### src/rtl/fp_pkg.sv
// fp_pkg -- shared floating-point constants and exception-flag layout.
// Flag vectors are ordered {NV,DZ,OF,UF,NX}, with NV as the MSB.
// Contents: flag bit indices, flag vector width, IEEE-754 single constants,
// and a helper that packs the fp_div flag wires into that order.
package fp_pkg;

   localparam int FLG_W  = 5;
   localparam int FLG_NV = 4;
   localparam int FLG_DZ = 3;
   localparam int FLG_OF = 2;
   localparam int FLG_UF = 1;
   localparam int FLG_NX = 0;

   localparam logic [31:0] FP_NANQ  = 32'h7FC0_0000;
   localparam logic [31:0] FP_INFP  = 32'h7F80_0000;
   localparam logic [31:0] FP_ZEROP = 32'h0000_0000;

   typedef logic [FLG_W-1:0] fp_flags_t;

   function automatic fp_flags_t pack_flags(input logic inv, input logic dz,
                                            input logic ov, input logic un,
                                            input logic nx);
      fp_flags_t f;
      f         = '0;
      f[FLG_NV] = inv;
      f[FLG_DZ] = dz;
      f[FLG_OF] = ov;
      f[FLG_UF] = un;
      f[FLG_NX] = nx;
      return f;
   endfunction

endpackage

### src/rtl/fp_wb_fifo.sv
// fp_wb_fifo -- synchronous FIFO holding fp_div results.
// Ports:
//   clk, rst           clock, synchronous active-high reset
//   i_push, i_data     write strobe and data
//   i_pop              read strobe (ignored when empty)
//   o_data             head entry, zero when empty
//   o_empty, o_count   occupancy status
// A push is accepted when full only if a pop happens in the same cycle.
module fp_wb_fifo #(
   parameter int W     = 37,
   parameter int DEPTH = 4,
   localparam int AW   = $clog2(DEPTH)
) (
   input  logic          clk,
   input  logic          rst,
   input  logic          i_push,
   input  logic [W-1:0]  i_data,
   input  logic          i_pop,
   output logic [W-1:0]  o_data,
   output logic          o_empty,
   output logic [AW:0]   o_count
);

   logic [W-1:0]  r_mem [DEPTH];
   logic [AW-1:0] r_wr;
   logic [AW-1:0] r_rd;
   logic [AW:0]   r_count;
   logic          w_push;
   logic          w_pop;

   assign w_pop   = i_pop && (r_count != '0);
   assign w_push  = i_push && ((r_count != (AW+1)'(DEPTH)) || w_pop);
   assign o_empty = (r_count == '0);
   assign o_count = r_count;
   assign o_data  = o_empty ? '0 : r_mem[r_rd];

   always_ff @(posedge clk) begin
      if (w_push) r_mem[r_wr] <= i_data;
   end

   // DEPTH is a power of two, so pointers wrap by natural overflow.
   always_ff @(posedge clk) begin
      if (rst) begin
         r_wr    <= '0;
         r_rd    <= '0;
         r_count <= '0;
      end else begin
         if (w_push) r_wr <= r_wr + 1'b1;
         if (w_pop)  r_rd <= r_rd + 1'b1;
         case ({w_push, w_pop})
            2'b10:   r_count <= r_count + 1'b1;
            2'b01:   r_count <= r_count - 1'b1;
            default: r_count <= r_count;
         endcase
      end
   end

endmodule

### src/rtl/fp_div_wb.sv
// fp_div_wb -- write-back stage for a fixed-latency fp_div unit.
// Tracks launches with a valid shift register, captures the divider result
// and exception flags DIV_LAT cycles after launch into a small FIFO, and
// presents them through a valid/ready handshake. issue_ready reserves FIFO
// room for every in-flight operation, so a capture never finds the FIFO full.
// Ports:
//   clk, rst                         clock, synchronous active-high reset
//   issue_valid / issue_ready        operand launch handshake
//   div_out, div_ov/un/inv/dz/nx     fp_div result and flags
//   out_valid/out_ready/out_data/out_flags   result handshake, flags {NV,DZ,OF,UF,NX}
//   flags_clr, fflags                sticky flag clear and accumulated flags
// Build option: define FP_DIV_WB_FLAGS_EN to include the sticky fflags
// register; otherwise fflags reads as zero and flags_clr has no effect.
module fp_div_wb
   import fp_pkg::*;
#(
   parameter int W       = 32,
   parameter int DIV_LAT = 3,
   parameter int DEPTH   = 4
) (
   input  logic             clk,
   input  logic             rst,
   input  logic             issue_valid,
   output logic             issue_ready,
   input  logic [W-1:0]     div_out,
   input  logic             div_ov,
   input  logic             div_un,
   input  logic             div_inv,
   input  logic             div_dz,
   input  logic             div_nx,
   output logic             out_valid,
   input  logic             out_ready,
   output logic [W-1:0]     out_data,
   output logic [FLG_W-1:0] out_flags,
   input  logic             flags_clr,
   output logic [FLG_W-1:0] fflags
);

   localparam int AW = $clog2(DEPTH);
   localparam int IW = $clog2(DIV_LAT + 1);
   localparam int SW = $clog2(DEPTH + DIV_LAT + 1);

   logic [DIV_LAT-1:0]   r_vld_sr;
   logic                 w_launch;
   logic                 w_capture;
   logic [IW-1:0]        w_inflight;
   logic [AW:0]          w_count;
   logic [SW-1:0]        w_occ;
   logic                 w_empty;
   fp_flags_t            w_flags;
   logic [FLG_W+W-1:0]   w_head;

   always_comb begin
      w_inflight = '0;
      for (int i = 0; i < DIV_LAT; i++) w_inflight = w_inflight + IW'(r_vld_sr[i]);
   end

   // The op being captured this cycle still counts as in flight here; it
   // moves into w_count at the same edge, so the total stays conservative.
   assign w_occ       = SW'(w_count) + SW'(w_inflight);
   assign issue_ready = (w_occ < SW'(DEPTH));
   assign w_launch    = issue_valid && issue_ready;
   assign w_capture   = r_vld_sr[DIV_LAT-1];
   assign w_flags     = pack_flags(div_inv, div_dz, div_ov, div_un, div_nx);

   always_ff @(posedge clk) begin
      if (rst) r_vld_sr <= '0;
      else     r_vld_sr <= (r_vld_sr << 1) | DIV_LAT'(w_launch);
   end

   fp_wb_fifo #(
      .W     (FLG_W + W),
      .DEPTH (DEPTH)
   ) u_fifo (
      .clk     (clk),
      .rst     (rst),
      .i_push  (w_capture),
      .i_data  ({w_flags, div_out}),
      .i_pop   (out_ready),
      .o_data  (w_head),
      .o_empty (w_empty),
      .o_count (w_count)
   );

   assign out_valid = !w_empty;
   assign {out_flags, out_data} = w_head;

`ifdef FP_DIV_WB_FLAGS_EN
   logic [FLG_W-1:0] r_fflags;

   // A clear coincident with a capture keeps only the newly captured flags.
   always_ff @(posedge clk) begin
      if (rst)            r_fflags <= '0;
      else if (w_capture) r_fflags <= (flags_clr ? '0 : r_fflags) | w_flags;
      else if (flags_clr) r_fflags <= '0;
   end

   assign fflags = r_fflags;
`else
   logic w_unused_flags_clr;
   assign w_unused_flags_clr = flags_clr;
   assign fflags = '0;
`endif

endmodule

### config.mk
export PLATFORM = sky130hd
export DESIGN_NAME = fp_div_wb
export DESIGN_NICKNAME = d
export VERILOG_FILES = /design/src/rtl/fp_pkg.sv /design/src/rtl/fp_wb_fifo.sv /design/src/rtl/fp_div_wb.sv
export SDC_FILE = /design/constraint.sdc
export NUM_CORES = 1
export LEC_CHECK = 0
export CORE_UTILIZATION = 30
export CTS_CLUSTER_DIAMETER = 120
export CTS_CLUSTER_SIZE = 8
export DETAILED_ROUTE_END_ITERATION = 8
export PLACE_DENSITY = 0.52
export SLEW_MARGIN = 15
export SYNTH_ARGS = -nofsm -noshare
export SYNTH_HDL_FRONTEND = slang
export SYNTH_SLANG_ARGS = --single-unit
export TNS_END_PERCENT = 30
### constraint.sdc
create_clock -name clk -period 2.74 [get_ports clk]
set_input_delay 0.685 -clock clk [delete_from_list [all_inputs] [get_ports clk]]
set_output_delay 0.685 -clock clk [all_outputs]
set_load 0.02 [all_outputs]
Yosys cells after proc, flatten, opt, wreduce, memory -nomap -nowiden
Memory sizes are Yosys's and may differ from the RTL's. A register that Yosys moved wholly into a read port is not among the register bits.
Cells that the tools add are included.
W data, S select, Z words.
{"block": "word_totals", "reg_bits": 10, "mem_bits_rw": 148, "elab_cells": 31, "output_inout_bits": 44, "mem_bits_ro": 0, "latchBits": 0, "inputBits": 42, "n_memories": 1}
{"block": "op_classes", "n_eq_ne": 3, "n_mul": 0, "magnitude_cmp": 1, "n_mux": 6, "bitwise_logic": 1, "shifts": 0, "n_addsub": 7, "div_mod_pow": 0, "n_reduce_logical": 8}
{"name": "u_fifo.r_mem", "depth": 4, "word_bits": 37, "read_ports": 1, "rd_clocked_by_memory_dff": 1, "write_ports": 1, "line_no": "fp_wb_fifo.sv:24", "text": "logic [W-1:0] r_mem [DEPTH];"}
{"cell": "$mux W37", "count": 1}
{"cell": "$pmux W3 S2", "count": 1}
{"cell": "$add A2 B1 Y2 const B", "count": 2}
{"cell": "$mux W2", "count": 2}
{"cell": "$add A3 B1 Y3 const B", "count": 1}
{"cell": "$add A3 B2 Y3", "count": 1}
{"cell": "$logic_and A1 B1 Y1", "count": 3}
{"cell": "$logic_not A3 Y1", "count": 1}
{"cell": "$lt A3 B3 Y1 const B", "count": 1}
{"cell": "$ne A3 B3 Y1 const B", "count": 1}
{"cell": "$or A3 B1 Y3", "count": 1}
{"cell": "$reduce_bool A3 Y1", "count": 1}
{"cell": "$sub A3 B1 Y3 const B", "count": 1}
{"cell": "$add A1 B1 Y2", "count": 1}
{"cell": "$add A2 B1 Y2", "count": 1}
{"cell": "$eq A2 B1 Y1 const B", "count": 1}
{"cell": "$eq A2 B2 Y1 const B", "count": 1}
{"cell": "$mux W1", "count": 2}
{"cell": "$reduce_bool A2 Y1", "count": 1}
{"cell": "$logic_not A1 Y1", "count": 1}
{"cell": "$logic_or A1 B1 Y1", "count": 1}

Logic depth before layout (Yosys ltp)
Gate-level depths: netlist (run 1).
{"block": "depth", "ltp_word": 6, "ltp_mapped": 9, "mapped_depth_nobuf": 9}

Hierarchy
Synthesis (run 1) repeated with hierarchy kept, for this count alone.
{"block": "unflattened", "hier_cells": 325, "area_unflattened_um2": 6540.0}
{"module": "fp_wb_fifo", "area_each_um2": 6344.8, "cells_per_inst": 301, "n_inst": 1}
{"module": "fp_div_wb", "area_each_um2": 195.2, "cells_per_inst": 24, "n_inst": 1}

Worst setup path before layout (run 1)
Ideal clock, no wire load.
{"block": "synth_timing", "path_type": "reg-to-output", "startpoint": "reg u_fifo.r_count[0] (netlist: u_fifo.o_count[0])", "endpoint": "out issue_ready", "path_slack_ps": 328, "required_time_ps": 2055, "path_stages_with_launch": 8, "arrival_ps": 1727, "n_path_buf": 0, "path_cell_list": "dfxtp_1 > inv_1 > fa_1 > inv_1 > ha_1 > and3b_1 > or3_1 > nand2_1"}
{"block": "synth_via", "elab_chain_cells": 2}
{"element": "start: declaration", "line_no": "fp_wb_fifo.sv:27", "text": "logic [AW:0] r_count;"}
{"element": "start signal: assignment", "line_no": "fp_wb_fifo.sv:51", "text": "2'b10: r_count <= r_count + 1'b1;"}
{"element": "start signal: assignment", "line_no": "fp_wb_fifo.sv:52", "text": "2'b01: r_count <= r_count - 1'b1;"}
{"element": "start signal: assignment", "line_no": "fp_wb_fifo.sv:53", "text": "default: r_count <= r_count;"}
{"element": "$add A3 B2 Y3", "line_no": "fp_div_wb.sv:60", "text": "assign w_occ = SW'(w_count) + SW'(w_inflight);"}
{"element": "$lt A3 B3 Y1", "line_no": "fp_div_wb.sv:61", "text": "assign issue_ready = (w_occ < SW'(DEPTH));"}
{"element": "end: declaration", "line_no": "fp_div_wb.sv:24", "text": "output logic issue_ready,"}
Every way passes these cells.

Final worst setup path (run 1)
{"block": "layout_timing", "startpoint": "reg r_vld_sr[0]", "endpoint": "out issue_ready"}
{"block": "layout_via", "elab_chain_cells": 4}
{"element": "start: declaration", "line_no": "fp_div_wb.sv:43", "text": "logic [DIV_LAT-1:0] r_vld_sr;"}
{"element": "start signal: assignment", "line_no": "fp_div_wb.sv:68", "text": "else r_vld_sr <= (r_vld_sr << 1) | DIV_LAT'(w_launch);"}
{"element": "$add A1 B1 Y2", "line_no": "fp_div_wb.sv:55", "text": "for (int i = 0; i < DIV_LAT; i++) w_inflight = w_inflight + IW'(r_vld_sr[i]);"}
{"element": "$add A2 B1 Y2", "line_no": "fp_div_wb.sv:55"}
{"element": "$add A3 B2 Y3", "line_no": "fp_div_wb.sv:60"}
{"element": "$lt A3 B3 Y1", "line_no": "fp_div_wb.sv:61"}
Every way passes these cells.

==> results.py, run 1 <==
metrics = {
    "status": {
        "status": "finished, violations left",
        "violations": "negative setup slack",
    },
    "drt": {
        "final_antenna_net_count": 0,
        "met2RoutedLength_microns": 6440,
        "topRoutingLayerUsed": "met4",
        "vias": 3088,
        "dr.pass1.iters": 4,
        "wire_per_inst_microns": 17.7,
        "drt_iter0_drc": 134,
        "met1_length_microns": 5290,
        "wl_microns": 12300,
        "route.met3.wl_microns": 478,
        "via_per_inst": 4.42,
        "drc": 0,
    },
    "synth": {
        "synthSimpleGateAreaFrac": 0.0558,
        "synth_cells": 310,
        "synth_ff_type": "edfxtp_1",
        "yosys.area.top_type_share": 0.710,
        "ys_seq_elements": 160,
        "synth_mux_area_frac": 0.137,
        "synthDistinctLibCells": 29,
        "synth_top_family_by_area": "multiplexers",
        "synth_area_sq_mm": 0.00626,
        "synth_compound_area_frac": 0.00860,
        "synth_xor_area_frac": 0.00420,
        "yosysWarnings": 0,
        "synth_edf_count": 148,
        "yosys.area_share.adder": 0.0184,
        "synth_top_cell_by_area": "edfxtp_1",
        "netlist_top_cells_area": "edfxtp_1 71%, mux4_2 13%, dfxtp_1 3.8%",
        "async_reset_ff_frac": 0,
        "ys_seq_area_frac": 0.749,
        "syn_avg_cell_area_sq_um": 20.2,
        "synth_common_cells": "148 x edfxtp_1, 37 x mux4_2, 37 x nor2b_1",
        "yosysMostFrequentCell": "edfxtp_1",
    },
    "clocking": {
        "cts_buffers": 17,
        "clk_latency_ps": 420,
        "clkTransAtPathRegs_ps": 60,
        "cts_tree": "yes",
        "cts_hold_buf": 0,
        "cts.sinks": 160,
        "clockBufferDepth": 2,
        "cts-root-buf": "clkbuf_16",
        "cts_setup_buffers": 0,
        "htreeDepth": 4,
    },
    "placement": {
        "dpl.hpwl_microns": 7060,
        "post-place-ws_ps": -165,
        "port_buffers": 79,
        "post_dp_cell_area_sq_mm": 0.00749,
        "globalplace.congestion": 0.671,
    },
    "sta": {
        "fin_crit_ps": 2800,
        "clock.fmax_ghz": 0.357,
        "fin_ws_ps": -59.8,
        "final.setup_skew_ps": 4.95,
        "timing.setup.tns_ps": -59.8,
        "finalSetupViolations": 1,
        "holdWs_ps": 455,
        "hold_viol": 0,
        "fin_crit_sh": 1.02,
        "rsz0062_at_grt": "yes",
        "finalMaxSlewViolations": 0,
    },
    "pwr": {
        "ir_drop_uv": 419,
        "powerDensity_mw_per_mm2": 723,
        "leakage_nw": 2.65,
        "design_power_total_mw": 5.80,
    },
    "worst_hold_path": {
        "holdPathStages": 2,
        "min_to": "r_vld_sr[1]",
        "hold_path.class": "reg2reg",
        "hold_start": "r_vld_sr[0]",
    },
    "floorplan": {
        "fp.coreArea_sq_mm": 0.0204,
        "num_rows": 52,
        "die_w_microns": 146,
        "die_area_sq_mm": 0.0214,
        "pin_count": 86,
        "start_util": 0.307,
        "die_height_microns": 146,
    },
    "finish": {
        "antenna_cells": 0,
        "n_fill_cell": 1863,
        "areaGrowthSynthToFinish_pct": 28.4,
        "final_area_sq_mm": 0.00803,
        "layout.nets": 467,
        "drive_gt1_frac": 0.340,
    },
    "setup_path": {
        "cp-start-kind": "register",
        "worstPathArrival_ps": 2110,
        "worstPathRequired_ps": 2060,
        "timing.critical_path.cells": "inv_2 > fa_2 > inv_2 > ha_4 > and3b_1 > or3_4 > nand2_2 > buf_6",
        "cp_slowest_cell": "fa_2",
        "rrSetupSlack_ps": 450,
        "rr_worst_depth": 9,
        "path_max_fanout": 2,
        "cpPeakStageDelay_ps": 370,
        "worstReg2RegStart": "u_fifo.o_count[2]",
        "r2r_end": "u_fifo.o_count[2]",
        "criticalPathCategory": "reg2out",
        "crit_path_end_kind": "output port",
        "critPathMostFrequentCell": "inv_2",
    },
    "global_routing": {
        "grt_pass1_wl_microns": 19200,
        "grt_max_degree": 25,
        "track_usage": 0.123,
        "antenna_found_initial": 0,
        "grt_pass1_vias": 3542,
        "globalRouteOverflowTotal": 0,
    },
    "run": {
        "cap_violations": 0,
    },
}
critical path, delay by kind of cell (launching register included):
family	cells	cell delay, ps
and+or+nand+nor	3	600
adders and majority gates	2	560
DFF	1	320
buffers and inverters	3	230
state kept, by name (all words and copies together) (netlist names), named ones only:
name,count
r_vld_sr,3
u_fifo.o_count,3
u_fifo.r_wr,2
u_fifo.r_mem,148
u_fifo.r_rd,2
timing repair:
action                                  CTS  global route
endpoints found under the setup margin   38            39
gates cloned                              0             4
resized for setup                        47            81
metrics by stage:
step                utilization  instances
floorplan                     -        314
global placement          0.368        664
detailed placement        0.368        664
CTS                       0.395        695
global route              0.394        699
finish                    0.394        699
cell usage in the layout, fill, tap and decap left out, drive strengths merged:
master         count
o21ai              3
o31ai              1
ha                 6
nand2b             3
nor2               9
a21oi              4
clkdlybuf4s15      1
or3                3
clkinv             8
fa                 2
and2               4
and3b              1
nor3               1
bufinv             3
o41a               1
mux4              37
buf               20
clkdlybuf4s50     41
mux2               1
clkinvlp           1
edfxtp           148
nor2b             37
xor2               3
conb               5
nand2              2
inv               14
mux2i              1
clkbuf            57
dfxtp             12
cell families after synthesis:
logic type	after synthesis
muxes	39
and+or+nand+nor	60
AOI/OAI and AO/OA	9
adders and majority gates	8
DFF	160
buffers and inverters	30
other	1
xor gates and xnor gates	3
final cells by class:
class,instances,area (sq um),area share
repair buffers,102,908,0.113
clock buffers,17,425,0.0530
well taps,270,338,0.0421
clock inverters,14,166,0.0207
multi-input cells,124,1450,0.181
flip-flops and latches,160,4690,0.584
inverters,12,45.0,0.00561
layer usage:
layer,up-vias,GRT usage
met1,1598,0.138
met5,-,0
met4,0,0.0422
li1,1413,-
met3,9,0.0381
met2,68,0.219
worst max path at each step:
stage | startpoint | end | depth (start not counted)
2_1_floorplan | u_fifo.o_count[0] | issue_ready | 7
3_3_place_gp | r_vld_sr[0] | issue_ready | 8
3_5_place_dp | r_vld_sr[0] | issue_ready | 8
4_1_cts | r_vld_sr[0] | issue_ready | 8
5_1_grt | r_vld_sr[0] | issue_ready | 8
6_report | r_vld_sr[0] | issue_ready | 8
report_power, final:
part / internal, mW / leakage, nW / total, mW / switching [mW]
Combinational: 0.348 / 0.929 / 0.730 / 0.382
Clock: 1.43 / 0.290 / 2.36 / 0.930
Sequential: 2.69 / 1.43 / 2.72 / 0.0230
Note: power is estimated with default switching activity, not from simulation.
==> inputs of run 2 (changes only) <==
--- a/config.mk
+++ b/config.mk
@@ -10,6 +10,8 @@
 export CTS_CLUSTER_SIZE = 8
 export DETAILED_ROUTE_END_ITERATION = 8
 export PLACE_DENSITY = 0.52
+export SETUP_SLACK_MARGIN = 0.15
+export SKIP_LAST_GASP = 1
 export SLEW_MARGIN = 15
 export SYNTH_ARGS = -nofsm -noshare
 export SYNTH_HDL_FRONTEND = slang
==> constraint.sdc (replaced) <==
create_clock -name clk -period 3.6 [get_ports clk]
set_input_delay 0.9 -clock clk [delete_from_list [all_inputs] [get_ports clk]]
set_output_delay 0.9 -clock clk [all_outputs]
set_load 0.02 [all_outputs]
==> run 2 against run 1 <==
Compared with the run above:
- the run now ends clean
- critical path type unchanged
- combinational power shrank 24%
- routed wire length shrank 4.2%
- via count shrank 2.0%
- clock skew is essentially flat
- total power shrank 24%
- design area shrank 0.16%
- sequential share of layout area grew 0.060 points
- count of clock-buffer cells in the layout grew 3
- largest power group unchanged
- critical path depth is the same
==> results.py, run 2 (same netlist as run 1, synthesis figures left out) <==
metrics = {
    "status": {
        "status": "finished clean",
    },
    "drt": {
        "dr.pass1.iters": 4,
        "vias": 3027,
        "final_antenna_net_count": 0,
        "wl_microns": 11800,
        "via_per_inst": 4.39,
        "drc": 0,
        "wire_per_inst_microns": 17.2,
        "drt_iter0_drc": 153,
    },
    "global_routing": {
        "globalRouteOverflowTotal": 0,
        "antenna_found_initial": 0,
        "grt_pass1_wl_microns": 18800,
        "grt_pass1_vias": 3405,
        "grt_max_degree": 41,
        "track_usage": 0.121,
    },
    "finish": {
        "final_common_cell": "edfxtp_1",
        "largest_reg_flops": 148,
        "top_register": "u_fifo.r_mem",
        "final_area_sq_mm": 0.00802,
        "drive_gt1_frac": 0.205,
        "areaGrowthSynthToFinish_pct": 28.2,
        "antenna_cells": 0,
        "layout.nets": 456,
        "n_fill_cell": 1836,
        "layout_common_cells": "148 x edfxtp_1, 78 x clkdlybuf4s50_1, 37 x mux4_2, 37 x nor2b_1, 17 x clkbuf_16",
        "fin_cells": 689,
        "post-route-util": 0.394,
    },
    "setup_path": {
        "cp-endpoint": "issue_ready",
        "worstReg2RegStart": "u_fifo.o_count[2]",
        "worstPathRequired_ps": 2700,
        "startpoint": "u_fifo.o_count[0]",
        "crit_path_end_kind": "output port",
        "rr_worst_depth": 9,
        "rrSetupSlack_ps": 1170,
        "criticalPathCategory": "reg2out",
        "r2r_end": "u_fifo.o_count[2]",
        "cp-start-kind": "register",
        "path_max_fanout": 5,
        "worstPathArrival_ps": 2430,
    },
    "sta": {
        "holdWs_ps": 472,
        "finalMaxSlewViolations": 0,
        "fin_crit_ps": 3330,
        "fin_ws_ps": 269,
        "hold_viol": 0,
        "fin_crit_sh": 0.925,
        "final.setup_skew_ps": 4.70,
        "rsz0062_at_grt": "yes",
        "finalSetupViolations": 0,
        "timing.setup.tns_ps": 0,
        "clock.fmax_ghz": 0.300,
    },
    "floorplan": {
        "fp.coreArea_sq_mm": 0.0204,
        "start_util": 0.307,
        "die_height_microns": 146,
        "die_w_microns": 146,
        "num_rows": 52,
        "die_area_sq_mm": 0.0214,
        "pin_count": 86,
    },
    "placement": {
        "post_dp_cell_area_sq_mm": 0.00743,
        "post-place-ws_ps": 349,
        "dpl.hpwl_microns": 7110,
        "globalplace.congestion": 0.662,
        "dp.cells": 657,
        "port_buffers": 79,
    },
    "worst_hold_path": {
        "hold_path.class": "reg2reg",
        "holdPathStages": 2,
    },
    "pwr": {
        "powerDensity_mw_per_mm2": 547,
        "ir_drop_uv": 296,
        "leakage_nw": 2.52,
        "design_power_total_mw": 4.38,
    },
    "clocking": {
        "cts_buffers": 17,
        "cts-root-buf": "clkbuf_16",
        "clk_latency_ps": 410,
        "htreeDepth": 4,
        "cts.sinks": 160,
        "cts_hold_buf": 0,
        "cts_setup_buffers": 0,
        "clkTransAtPathRegs_ps": 60,
        "cts_tree": "yes",
        "clockBufferDepth": 2,
    },
    "run": {
        "cap_violations": 0,
    },
}
run 2: cell count changes in the layout (fill, tap and decap cells not counted), sizes merged:
| cell | delta |
|---|---|
| clkdlybuf4s50 | +37 |
| clkbuf | -37 |
| clkinvlp | +2 |
| clkdlybuf4s15 | -1 |
| buf | -8 |
| inv | -2 |
| dlygate4sd2 | +1 |
| clkinv | -2 |
run 2: final cells by class:
type,instances,area (sq um),share of cell area
clock buffer,20,437,0.0545
clock inverter,12,143,0.0178
inverter,12,45.0,0.00562
multi-input combinational,124,1430,0.179
sequential,160,4690,0.585
tap,270,338,0.0421
timing repair buffer,91,933,0.116
run 2: how the worst min path moves through the flow:
stage,from,end,slack [ps]
after floorplan,r_vld_sr[1],r_vld_sr[2],450
after global placement,r_vld_sr[1],r_vld_sr[2],460
after detailed placement,r_vld_sr[1],r_vld_sr[2],470
after CTS,r_vld_sr[1],r_vld_sr[2],470
after global routing,r_vld_sr[1],r_vld_sr[2],510
final,r_vld_sr[1],r_vld_sr[2],470
run 2: layer usage:
layer | share of wire | global-route usage | vias to the layer above | wire [microns]
met5 | 0 | 0 | - | 0
met4 | 0.0093 | 0.0411 | 0 | 110
met3 | 0.042 | 0.0397 | 11 | 492
met2 | 0.52 | 0.212 | 65 | 6180
met1 | 0.43 | 0.139 | 1565 | 5040
li1 | - | - | 1386 | -
run 2: worst max-delay path, cell delays in order (launching register included):
cell	delay [ps]
dfxtp_2	380
inv_1	100
fa_1	370
inv_1	70
ha_1	210
and3b_1	160
or3_1	320
nand2_1	70
dlygate4sd2_1	320
run 2: timing repair:
item / CTS / global route
setup endpoints to repair: 1 / 6
hold endpoints to repair: 0 / 0
gates resized for setup: 2 / 1
run 2: power by group:
part	switching, mW	internal (mW)
clock network	0.677	1.08
logic	0.271	0.284
registers	0.0218	2.05
==> inputs of run 3 (changes only) <==
--- a/config.mk
+++ b/config.mk
@@ -5,6 +5,7 @@
 export SDC_FILE = /design/constraint.sdc
 export NUM_CORES = 1
 export LEC_CHECK = 0
+export CORE_MARGIN = 10
 export CORE_UTILIZATION = 30
 export CTS_CLUSTER_DIAMETER = 120
 export CTS_CLUSTER_SIZE = 8
==> run 3 against run 2 <==
Compared with the run above:
- clock skew is essentially flat
- worst setup slack gained 66 ps
- via count grew 1.8%
- maximum frequency grew 2.0%
- final cell count grew 1.0%
- non-clock buffer count grew 7
- sequential cell count is the same
- die area grew 26%
- total power grew 0.43%
==> results.py, run 3 (same netlist as run 1, synthesis figures left out) <==
metrics = {
    "status": {
        "status": "finished clean",
    },
    "finish": {
        "final_common_cell": "edfxtp_1",
        "top_register": "u_fifo.r_mem",
        "drive_gt1_frac": 0.228,
        "antenna_cells": 0,
        "layout.nets": 463,
        "areaGrowthSynthToFinish_pct": 28.4,
        "layout_common_cells": "148 x edfxtp_1, 78 x clkdlybuf4s50_1, 37 x mux4_2, 37 x nor2b_1, 18 x buf_4",
        "largest_reg_flops": 148,
    },
    "clocking": {
        "cts_hold_buf": 0,
        "cts.sinks": 160,
        "cts_tree": "yes",
        "cts_buffers": 17,
        "cts-root-buf": "clkbuf_16",
        "clockBufferDepth": 2,
        "clk_latency_ps": 410,
        "clkTransAtPathRegs_ps": 60,
        "htreeDepth": 4,
    },
    "sta": {
        "finalMaxSlewViolations": 0,
        "finalSetupViolations": 0,
        "final.setup_skew_ps": 5.13,
        "hold_viol": 0,
        "fin_crit_ps": 3260,
        "timing.setup.tns_ps": 0,
        "fin_crit_sh": 0.907,
        "clock.fmax_ghz": 0.306,
        "rsz0062_at_grt": "no",
    },
    "drt": {
        "final_antenna_net_count": 0,
        "drc": 0,
        "vias": 3081,
        "wl_microns": 12900,
        "dr.pass1.iters": 4,
        "wire_per_inst_microns": 18.6,
        "via_per_inst": 4.43,
        "drt_iter0_drc": 140,
    },
    "setup_path": {
        "r2r_end": "u_fifo.o_count[2]",
        "crit_path_end_kind": "output port",
        "worstPathRequired_ps": 2700,
        "rr_worst_depth": 9,
        "worstPathArrival_ps": 2360,
        "cp-start-kind": "register",
        "worstReg2RegStart": "u_fifo.o_count[2]",
        "startpoint": "u_fifo.o_count[0]",
        "rrSetupSlack_ps": 1170,
        "criticalPathCategory": "reg2out",
        "path_max_fanout": 5,
    },
    "floorplan": {
        "die_area_sq_mm": 0.0270,
        "start_util": 0.307,
        "fp.coreArea_sq_mm": 0.0204,
        "pin_count": 86,
        "die_height_microns": 164,
        "die_w_microns": 164,
        "num_rows": 52,
    },
    "placement": {
        "globalplace.congestion": 0.675,
        "dpl.hpwl_microns": 8060,
        "port_buffers": 79,
    },
    "pwr": {
        "powerDensity_mw_per_mm2": 548,
        "leakage_nw": 2.54,
        "ir_drop_uv": 400,
        "internal_power_mw": 3.37,
        "clkPwrFrac": 0.400,
        "design_power_total_mw": 4.40,
        "p_switching_mw": 1.03,
        "p_seq_frac": 0.469,
        "switching_share": 0.234,
        "pwr-share-comb": 0.131,
    },
    "global_routing": {
        "globalRouteOverflowTotal": 0,
        "grt_max_degree": 27,
        "track_usage": 0.0991,
        "grt_pass1_vias": 3431,
        "grt_pass1_wl_microns": 19900,
        "antenna_found_initial": 2,
    },
    "worst_hold_path": {
        "min_to": "r_vld_sr[2]",
        "holdPathStages": 2,
        "hold_start": "r_vld_sr[1]",
        "hold_path.class": "reg2reg",
    },
    "run": {
        "cap_violations": 0,
    },
}
## run 3: changes by cell type in the layout (fill, tap and decap cells not counted), sizes merged
cell / delta
bufinv: -1
clkbuf: -1
buf: +7
dlygate4sd2: -1
clkinvlp: +2
inv: +5
clkinv: -4
## run 3: how the worst max path moves through the flow
stage | end | depth (start not counted)
detailed placement | issue_ready | 8
floorplan | issue_ready | 7
CTS | out_data[27] | 4
global route | issue_ready | 8
finish | issue_ready | 8
global placement | issue_ready | 8
## run 3: through the flow
stage               utilization  setup slack, ps  cells  instance area [sq um]  hold WS, ps
finish                    0.394              336    696                   8030          475
detailed placement        0.364              326    660                   7420          473
global route              0.394              172    696                   8030          508
CTS                       0.393              154    692                   8010          482
global placement          0.364              345    660                   7420          453
floorplan                     -              973    314                   6270          448
## run 3: power by group through the flow
stage               logic (mW)  registers [mW]  clock network, mW
floorplan                0.326            2.10                  0
global placement         0.567            2.12                  0
detailed placement       0.576            2.12                  0
CTS                      0.579            2.08               1.81
global route             0.629            2.07               1.90
finish                   0.578            2.06               1.76
## run 3: worst max-delay path: stages (launching register included)
cell and delay (ps):
dfxtp_1 420, inv_1 130, fa_1 380, inv_1 60
ha_1 210, and3b_1 170, or3_1 330, nand2_1 80
clkbuf_2 160
## run 3: final cells by class
| type | instances | area (sq um) |
|---|---|---|
| Multi-Input combinational cell | 124 | 1430 |
| Sequential cell | 160 | 4690 |
| Timing Repair Buffer | 98 | 941 |
| Clock buffer | 18 | 429 |
| Clock inverter | 14 | 156 |
| Tap cell | 270 | 338 |
| Fill cell | 1846 | 12300 |
| Inverter | 12 | 45.0 |
## run 3: what timing repair did
item                       in CTS  in global routing
gates resized for setup         2                  1
setup endpoints to repair       1                 20
setup buffers                   0                  4
gates cloned                    0                  0
## run 3: layer usage
| metal | GRT usage | wire length, microns |
|---|---|---|
| met5 | 0 | 23 |
| met4 | 0.0290 | 148 |
| met1 | 0.118 | 5440 |
| met3 | 0.0381 | 876 |
| met2 | 0.164 | 6430 |
